<file path="config.mk">
export PLATFORM = sky130hd
export DESIGN_NAME = pipelined_datapath
export DESIGN_NICKNAME = d
export VERILOG_FILES = /design/src/rtl/pipelined_datapath.sv
export SDC_FILE = /design/constraint.sdc
export NUM_CORES = 2
export LEC_CHECK = 0
export CELL_PAD_IN_SITES_DETAIL_PLACEMENT = 0
export CELL_PAD_IN_SITES_GLOBAL_PLACEMENT = 2
export CORE_MARGIN = 2
export CORE_UTILIZATION = 42
export DETAILED_ROUTE_END_ITERATION = 10
export PLACE_DENSITY_LB_ADDON = 0.1
export RECOVER_POWER = 50
export SYNTH_ARGS = -nofsm -noshare
export SYNTH_HDL_FRONTEND = slang
export SYNTH_SLANG_ARGS = --single-unit
</file>
<file path="constraint.sdc">
create_clock -name clock -period 5.3 [get_ports clock]
set_input_delay 1.06 -clock clock [delete_from_list [all_inputs] [get_ports clock]]
set_output_delay 1.06 -clock clock [all_outputs]
set_load 0.03 [all_outputs]
</file>
<file path="src/rtl/pipelined_datapath.sv">
// ---------------------------------------------------------------------------
// pipelined_datapath
//   Two-stage register-file + ALU datapath. An operation issued on one rising
//   edge (in_valid=1) has its operands read from the register file and
//   latched into the EX register. On the following edge the ALU result and
//   flags are registered onto the outputs and the result is written back.
//   The EX-stage result is forwarded to a dependent operation issuing in the
//   same cycle. Register 0 is hard-wired to zero.
//
// Ports
//   clock                   in   sole clock, rising edge
//   reset                   in   asynchronous, active-low reset
//   in_valid                in   one operation issued this cycle
//   read_reg_num1/2         in   source register addresses A / B
//   write_reg               in   destination register address
//   alu_control             in   4-bit operation select
//   regwrite                in   write result to write_reg
//   out_valid               out  alu_result and flags valid this cycle
//   alu_result              out  registered ALU result
//   zero/negative/carry/overflow_flag  out  registered status flags
// ---------------------------------------------------------------------------
module pipelined_datapath #(
  parameter int XLEN = 32,
  parameter int NREG = 32
) (
  input  logic                     clock,
  input  logic                     reset,
  input  logic                     in_valid,
  input  logic [$clog2(NREG)-1:0]  read_reg_num1,
  input  logic [$clog2(NREG)-1:0]  read_reg_num2,
  input  logic [$clog2(NREG)-1:0]  write_reg,
  input  logic [3:0]               alu_control,
  input  logic                     regwrite,
  output logic                     out_valid,
  output logic [XLEN-1:0]          alu_result,
  output logic                     zero_flag,
  output logic                     negative_flag,
  output logic                     carry_flag,
  output logic                     overflow_flag
);

  localparam int AW  = $clog2(NREG);
  localparam int SHW = $clog2(XLEN);
  localparam int MSB = XLEN - 1;

  localparam logic [3:0] OP_AND  = 4'b0000;
  localparam logic [3:0] OP_OR   = 4'b0001;
  localparam logic [3:0] OP_ADD  = 4'b0010;
  localparam logic [3:0] OP_XOR  = 4'b0011;
  localparam logic [3:0] OP_SLL  = 4'b0100;
  localparam logic [3:0] OP_SRL  = 4'b0101;
  localparam logic [3:0] OP_SUB  = 4'b0110;
  localparam logic [3:0] OP_SLT  = 4'b0111;
  localparam logic [3:0] OP_SRA  = 4'b1000;
  localparam logic [3:0] OP_SLTU = 4'b1001;
  localparam logic [3:0] OP_NOR  = 4'b1100;

  localparam logic [XLEN-1:0] ZERO_W = {XLEN{1'b0}};
  localparam logic [AW-1:0]   ZERO_A = {AW{1'b0}};

  // Register file
  logic [XLEN-1:0] regs_q [NREG];

  // EX stage register
  logic            ex_valid_q,    ex_valid_d;
  logic            ex_regwrite_q, ex_regwrite_d;
  logic [AW-1:0]   ex_wreg_q,     ex_wreg_d;
  logic [3:0]      ex_ctrl_q,     ex_ctrl_d;
  logic [XLEN-1:0] ex_a_q,        ex_a_d;
  logic [XLEN-1:0] ex_b_q,        ex_b_d;

  // Output stage register
  logic            out_valid_q,   out_valid_d;
  logic [XLEN-1:0] out_result_q,  out_result_d;
  logic            out_zero_q,    out_zero_d;
  logic            out_neg_q,     out_neg_d;
  logic            out_carry_q,   out_carry_d;
  logic            out_ovf_q,     out_ovf_d;

  // EX-stage combinational ALU
  logic [XLEN-1:0] ex_result_s;
  logic            ex_legal_s;
  logic            ex_carry_s;
  logic            ex_ovf_s;
  logic            ex_zero_s;
  logic            ex_neg_s;
  logic [XLEN:0]   sum_s;
  logic [XLEN:0]   diff_s;
  logic [SHW-1:0]  shamt_s;
  logic            ex_wen_s;

  // Issue-stage operand path
  logic [XLEN-1:0] rf_a_s, rf_b_s;
  logic [XLEN-1:0] op_a_s, op_b_s;

  // An illegal opcode writes nothing, so it is also never a forwarding source;
  // the nonzero-address term keeps r0 out of both paths.
  assign ex_wen_s = ex_valid_q & ex_regwrite_q & ex_legal_s & (ex_wreg_q != ZERO_A);

  // Register file read with r0 forced to zero and EX-stage forwarding
  always_comb begin
    rf_a_s = ZERO_W;
    rf_b_s = ZERO_W;
    op_a_s = ZERO_W;
    op_b_s = ZERO_W;
    if (read_reg_num1 == ZERO_A) begin
      rf_a_s = ZERO_W;
    end else begin
      rf_a_s = regs_q[read_reg_num1];
    end
    if (read_reg_num2 == ZERO_A) begin
      rf_b_s = ZERO_W;
    end else begin
      rf_b_s = regs_q[read_reg_num2];
    end
    // Forwarding also covers the same-edge write/read of one register.
    if (ex_wen_s && (ex_wreg_q == read_reg_num1)) begin
      op_a_s = ex_result_s;
    end else begin
      op_a_s = rf_a_s;
    end
    if (ex_wen_s && (ex_wreg_q == read_reg_num2)) begin
      op_b_s = ex_result_s;
    end else begin
      op_b_s = rf_b_s;
    end
  end

  // EX register next state; regwrite is qualified by in_valid here
  always_comb begin
    ex_valid_d    = in_valid;
    ex_regwrite_d = in_valid & regwrite;
    ex_wreg_d     = write_reg;
    ex_ctrl_d     = alu_control;
    ex_a_d        = op_a_s;
    ex_b_d        = op_b_s;
  end

  // ALU: result, legality and arithmetic flags from the EX operands
  always_comb begin
    sum_s       = {1'b0, ex_a_q} + {1'b0, ex_b_q};
    // diff_s[XLEN] is the unsigned borrow (A < B).
    diff_s      = {1'b0, ex_a_q} - {1'b0, ex_b_q};
    shamt_s     = ex_b_q[SHW-1:0];
    ex_result_s = ZERO_W;
    ex_legal_s  = 1'b1;
    ex_carry_s  = 1'b0;
    ex_ovf_s    = 1'b0;
    case (ex_ctrl_q)
      OP_AND:  ex_result_s = ex_a_q & ex_b_q;
      OP_OR:   ex_result_s = ex_a_q | ex_b_q;
      OP_XOR:  ex_result_s = ex_a_q ^ ex_b_q;
      OP_NOR:  ex_result_s = ~(ex_a_q | ex_b_q);
      OP_ADD: begin
        ex_result_s = sum_s[XLEN-1:0];
        ex_carry_s  = sum_s[XLEN];
        ex_ovf_s    = (ex_a_q[MSB] == ex_b_q[MSB]) && (sum_s[MSB] != ex_a_q[MSB]);
      end
      OP_SUB: begin
        ex_result_s = diff_s[XLEN-1:0];
        ex_carry_s  = diff_s[XLEN];
        ex_ovf_s    = (ex_a_q[MSB] != ex_b_q[MSB]) && (diff_s[MSB] != ex_a_q[MSB]);
      end
      OP_SLL:  ex_result_s = ex_a_q << shamt_s;
      OP_SRL:  ex_result_s = ex_a_q >> shamt_s;
      OP_SRA:  ex_result_s = $signed(ex_a_q) >>> shamt_s;
      OP_SLT:  ex_result_s = {{(XLEN-1){1'b0}}, ($signed(ex_a_q) < $signed(ex_b_q))};
      OP_SLTU: ex_result_s = {{(XLEN-1){1'b0}}, (ex_a_q < ex_b_q)};
      default: begin
        ex_result_s = ZERO_W;
        ex_legal_s  = 1'b0;
      end
    endcase
    ex_zero_s = (ex_result_s == ZERO_W);
    ex_neg_s  = ex_result_s[MSB];
  end

  // Output next state: capture on a valid EX op, otherwise hold last values
  always_comb begin
    out_valid_d = ex_valid_q;
    if (ex_valid_q) begin
      out_result_d = ex_result_s;
      out_zero_d   = ex_zero_s;
      out_neg_d    = ex_neg_s;
      out_carry_d  = ex_carry_s;
      out_ovf_d    = ex_ovf_s;
    end else begin
      out_result_d = out_result_q;
      out_zero_d   = out_zero_q;
      out_neg_d    = out_neg_q;
      out_carry_d  = out_carry_q;
      out_ovf_d    = out_ovf_q;
    end
  end

  // EX stage register; reset drops any in-flight operation
  always_ff @(posedge clock or negedge reset) begin
    if (!reset) begin
      ex_valid_q    <= 1'b0;
      ex_regwrite_q <= 1'b0;
      ex_wreg_q     <= ZERO_A;
      ex_ctrl_q     <= 4'b0000;
      ex_a_q        <= ZERO_W;
      ex_b_q        <= ZERO_W;
    end else begin
      ex_valid_q    <= ex_valid_d;
      ex_regwrite_q <= ex_regwrite_d;
      ex_wreg_q     <= ex_wreg_d;
      ex_ctrl_q     <= ex_ctrl_d;
      ex_a_q        <= ex_a_d;
      ex_b_q        <= ex_b_d;
    end
  end

  // Output stage register
  always_ff @(posedge clock or negedge reset) begin
    if (!reset) begin
      out_valid_q  <= 1'b0;
      out_result_q <= ZERO_W;
      out_zero_q   <= 1'b0;
      out_neg_q    <= 1'b0;
      out_carry_q  <= 1'b0;
      out_ovf_q    <= 1'b0;
    end else begin
      out_valid_q  <= out_valid_d;
      out_result_q <= out_result_d;
      out_zero_q   <= out_zero_d;
      out_neg_q    <= out_neg_d;
      out_carry_q  <= out_carry_d;
      out_ovf_q    <= out_ovf_d;
    end
  end

  // Register file: reset loads register i with i, write-back from EX
  always_ff @(posedge clock or negedge reset) begin
    if (!reset) begin
      for (int i = 0; i < NREG; i++) begin
        regs_q[i] <= XLEN'(i);
      end
    end else if (ex_wen_s) begin
      regs_q[ex_wreg_q] <= ex_result_s;
    end
  end

  assign out_valid     = out_valid_q;
  assign alu_result    = out_result_q;
  assign zero_flag     = out_zero_q;
  assign negative_flag = out_neg_q;
  assign carry_flag    = out_carry_q;
  assign overflow_flag = out_ovf_q;

endmodule

</file>
==> flow_metrics.py <==
metrics = {
    "power": {
        "total_power_uw": 25100,
        "share_seq_of_total_power": 0.393,
        "vdd.ir_drop.worst_mv": 0.311,
        "combPwrFrac": 0.220,
        "netSwitchingFraction": 0.326,
        "power_density_nw_per_um2": 334,
        "static-leakage-power_uw": 0.0318,
        "cell_internal_pwr_uw": 16900,
        "net-switching-power_uw": 8170,
        "power.clock.fraction": 0.387,
    },
    "placement": {
        "port_buffers": 59,
        "post_dp_cell_area_um2": 70600,
        "placement.setup.worst_slack_ns": 0.500,
        "gp_congestion": 1.01,
        "place.detailed.hpwl_um": 180000,
    },
    "cts": {
        "cts_hold_repair.buffers": 0,
        "cts_made_buffers": 137,
        "clk_latency_ns": 0.78,
        "cts_htree_levels": 4,
        "cts_num_sinks": 1135,
        "cts_root_buffer": "sky130_fd_sc_hd__clkbuf_16",
        "cts_tree": "built",
        "cts_max_path_buffers": 3,
        "path_clk_slew_ns": 0.06,
        "cts.repair_timing.setup_buffer_count": 0,
        "cts.repair.resized": 0,
    },
    "critical_path": {
        "crit_path_cell_trace": "ha_1 -> fa_1 -> a21oi_1 -> o221a_2 -> o21ai_1 -> a2111oi_0 -> o21ai_1 -> a311o_1 -> nand2_1 -> a22oi_2 -> nor4_1 -> nand4_1 -> o41ai_2",
        "setup.worst_path.start_class": "register",
        "worstReg2RegStart": "ex_b_q[0]",
        "timing.reg2reg.setup_slack_ns": 0.22,
        "cp_max_delay_cell": "sky130_fd_sc_hd__a2111oi_0",
        "timing.critical_path.fanout_max": 10,
        "critical_path_start": "ex_b_q[0]",
        "criticalPathCategory": "register to register",
        "worst_path_largest_cell_delay_ns": 1.00,
        "worst_path_most_repeated_cell": "sky130_fd_sc_hd__o21ai_1",
        "worstPathBufferInverterCount": 0,
        "timing.critical_path.to_type": "register",
        "crit_cells": 13,
        "path_delay_family": "compound AO/OA/AOI/OAI gates",
        "crit_required_ns": 5.93,
        "critical_path.endpoint": "zero_flag",
        "critical_path.reg2reg.endpoint": "zero_flag",
        "cp_data_arrival_time_ns": 5.72,
        "r2r_cells": 13,
    },
    "synth": {
        "yosys_warnings": 0,
        "post_synth_and_or_nand_nor_area_fraction": 0.103,
        "synth.area.mux_share": 0.203,
        "synth_top_family_by_area": "multiplexers",
        "synth_xor_xnor_area_share": 0.00288,
        "synth-seq-cells": 1135,
        "mappedNetlistNets": 7016,
        "synth.distinct_cells": 94,
        "post_synth_fa_ha_maj_area_fraction": 0.0208,
        "netlist.area_leader.share": 0.395,
        "syn_area_per_cell_um2": 9.71,
        "synth_area_um2": 66800,
        "synth_edf_count": 0,
        "synth_compound_gate_area_share": 0.198,
        "ys_seq_area_frac": 0.427,
        "synthCells": 6883,
        "synth_area_leader_cell": "sky130_fd_sc_hd__dfrtp_1",
        "ys_dominant_reg_cell": "sky130_fd_sc_hd__dfrtp_1",
        "yosys-top-cells-area": "sky130_fd_sc_hd__dfrtp_1 40%, sky130_fd_sc_hd__mux4_2 11%, sky130_fd_sc_hd__o21ai_0 7.8%",
        "synth-async-reset-ratio": 1.00,
        "synth_common_cells": "1055 x sky130_fd_sc_hd__dfrtp_1, 1036 x sky130_fd_sc_hd__o21ai_0, 891 x sky130_fd_sc_hd__nand2_1, 591 x sky130_fd_sc_hd__clkbuf_1, 514 x sky130_fd_sc_hd__nor2_1",
        "synth_most_common_cell": "sky130_fd_sc_hd__dfrtp_1",
    },
    "global_route": {
        "grt_antenna_before_repair": 9,
        "globalRouteTotalUtil": 0.337,
        "grt_pass1_vias": 55000,
        "pin_count_of_the_biggest_net_entering_global_routing": 131,
        "grt_pass1_wl_um": 399000,
        "grt_remaining_overflow": 0,
    },
    "layout": {
        "post-route-cell-area_um2": 75200,
        "nNetsFinal": 6811,
        "layout.filler_cells": 15000,
        "area.growth.synth_to_final_pct": 12.5,
        "seqCellArea_um2": 28500,
        "multiInputGateArea_um2": 35700,
        "drive_above_1_share": 0.177,
    },
    "sta": {
        "report.final.setup_viol": 0,
        "report.final.hold_viol_count": 0,
        "final.setup_skew_ns": 0.0408,
        "finalSetupTns_ns": 0,
        "layout_min_cycle_time_ns": 5.08,
        "tcrit_tclk_final": 0.959,
        "slew_headroom": -1.30,
        "finalMaxSlewViolations": 199,
        "rsz0062_at_grt": "no",
        "postLayoutSetupSlackWorst_ns": 0.215,
        "achievable-frequency_ghz": 0.197,
        "worst_margin_pin_slew_ns": 3.45,
    },
    "detailed_routing": {
        "routedWlPerCell_um": 31.0,
        "first_iter_violations": 5544,
        "via_per_inst": 6.29,
        "detail_route.wirelength_um": 274000,
        "first_pass_iters": 5,
        "routed-wl-met3_um": 18300,
        "ant_nets": 0,
        "met2RoutedLength_um": 122000,
        "vias": 55800,
        "route.top_layer_used": "met5",
        "m1WireLength_um": 124000,
        "post-route-drc-count": 0,
    },
    "job": {
        "max_cap_viol_count": 6,
    },
    "status": {
        "failed_checks": "max-capacitance violations, max-slew violations",
        "status": "finished, violations left",
    },
    "floorplan": {
        "core_area_um2": 158000,
        "design.portCount": 60,
        "floorplan.die.height_um": 403,
        "die-width_um": 403,
        "placement_rows": 146,
        "start_util": 0.422,
        "total_die_area_um2": 162000,
    },
    "min_path": {
        "timing.hold.worst.class": "register to register",
    },
}
==> flip-flops by register name, summed over array words and instances, names as in the netlist <==
register and cells:
ex_b_q 32, ex_regwrite_q 1, ex_valid_q 1, carry_flag 1
ex_a_q 32, regs_q 1024, alu_result 32, overflow_flag 1
zero_flag 1, ex_ctrl_q 4, out_valid 1, ex_wreg_q 5
==> cell type report <==
class,instances,share of cell area
flip-flops and latches,1135,0.379
inverters,107,0.00534
diodes,3,0.0000999
well taps,2072,0.0345
repair buffers,343,0.0440
clock buffers,205,0.0543
multi-input cells,4954,0.475
clock inverters,42,0.00704
==> worst register-to-register path, cell delays in order (launching register included) <==
cell and delay [ns]:
sky130_fd_sc_hd__dfrtp_4 0.51, sky130_fd_sc_hd__ha_1 0.24, sky130_fd_sc_hd__fa_1 0.44, sky130_fd_sc_hd__a21oi_1 0.22
sky130_fd_sc_hd__o221a_2 0.32, sky130_fd_sc_hd__o21ai_1 0.22, sky130_fd_sc_hd__a2111oi_0 1.01, sky130_fd_sc_hd__o21ai_1 0.35
sky130_fd_sc_hd__a311o_1 0.44, sky130_fd_sc_hd__nand2_1 0.09, sky130_fd_sc_hd__a22oi_2 0.22, sky130_fd_sc_hd__nor4_1 0.33
sky130_fd_sc_hd__nand4_1 0.22, sky130_fd_sc_hd__o41ai_2 0.36
==> stage by stage <==
step | instances | hold slack, ns | utilization
global route | 8858 | 0.413 | 0.475
floorplan | 6883 | 0.420 | -
finish | 8861 | 0.400 | 0.475
global placement | 8611 | 0.378 | 0.446
CTS | 8858 | 0.285 | 0.476
detailed placement | 8611 | 0.388 | 0.446
==> worst min-delay path by stage <==
| stage | start | to | cells past startpoint |
|---|---|---|---|
| final | regs_q[1017] | regs_q[1017] | 0 |
| after global routing | regs_q[1023] | regs_q[1023] | 0 |
| after CTS | reset | ex_valid_q | 1 |
| after detailed placement | regs_q[1017] | regs_q[1017] | 0 |
| after global placement | regs_q[1022] | regs_q[1022] | 0 |
| after floorplan | ex_valid_q | out_valid | 0 |
==> power by group through the flow <==
stage	clock network, uW	logic [uW]	registers [uW]
finish	9720	5520	9860
global route	10300	5910	9940
CTS	9880	5460	9850
detailed placement	0	5440	10000
global placement	0	5440	9960
floorplan	0	3250	9930
==> logic make-up (layout without fill, tap and decap cells) <==
kind of cell               count (synthesis)  after routing
and+or+nand+nor                         1657           1657
buffers and inverters                    794            697
adders and majority gates                110            110
other                                      0              3
DFF                                     1135           1135
AOI/OAI and AO/OA                       2235           2235
xor gates and xnor gates                  22             22
muxes                                    930            930
==> layout by cell type, fill, tap and decap left out, drive strengths merged, types with 196 or more instances in the layout <==
cell and n:
mux2 196, nor2 514, nand2 891, o21ai 1047, buf 275, clkbuf 225, dfrtp 1055, mux4 321
mux2i 413, a21oi 483
==> metal layers <==
metal  track usage  vias to the layer above
li1              -                    24800
met3        0.0550                      503
met2         0.512                     2141
met4         0.116                        2
met1         0.487                    28300
met5             0                        -
Note: power is estimated with default switching activity, not from simulation.
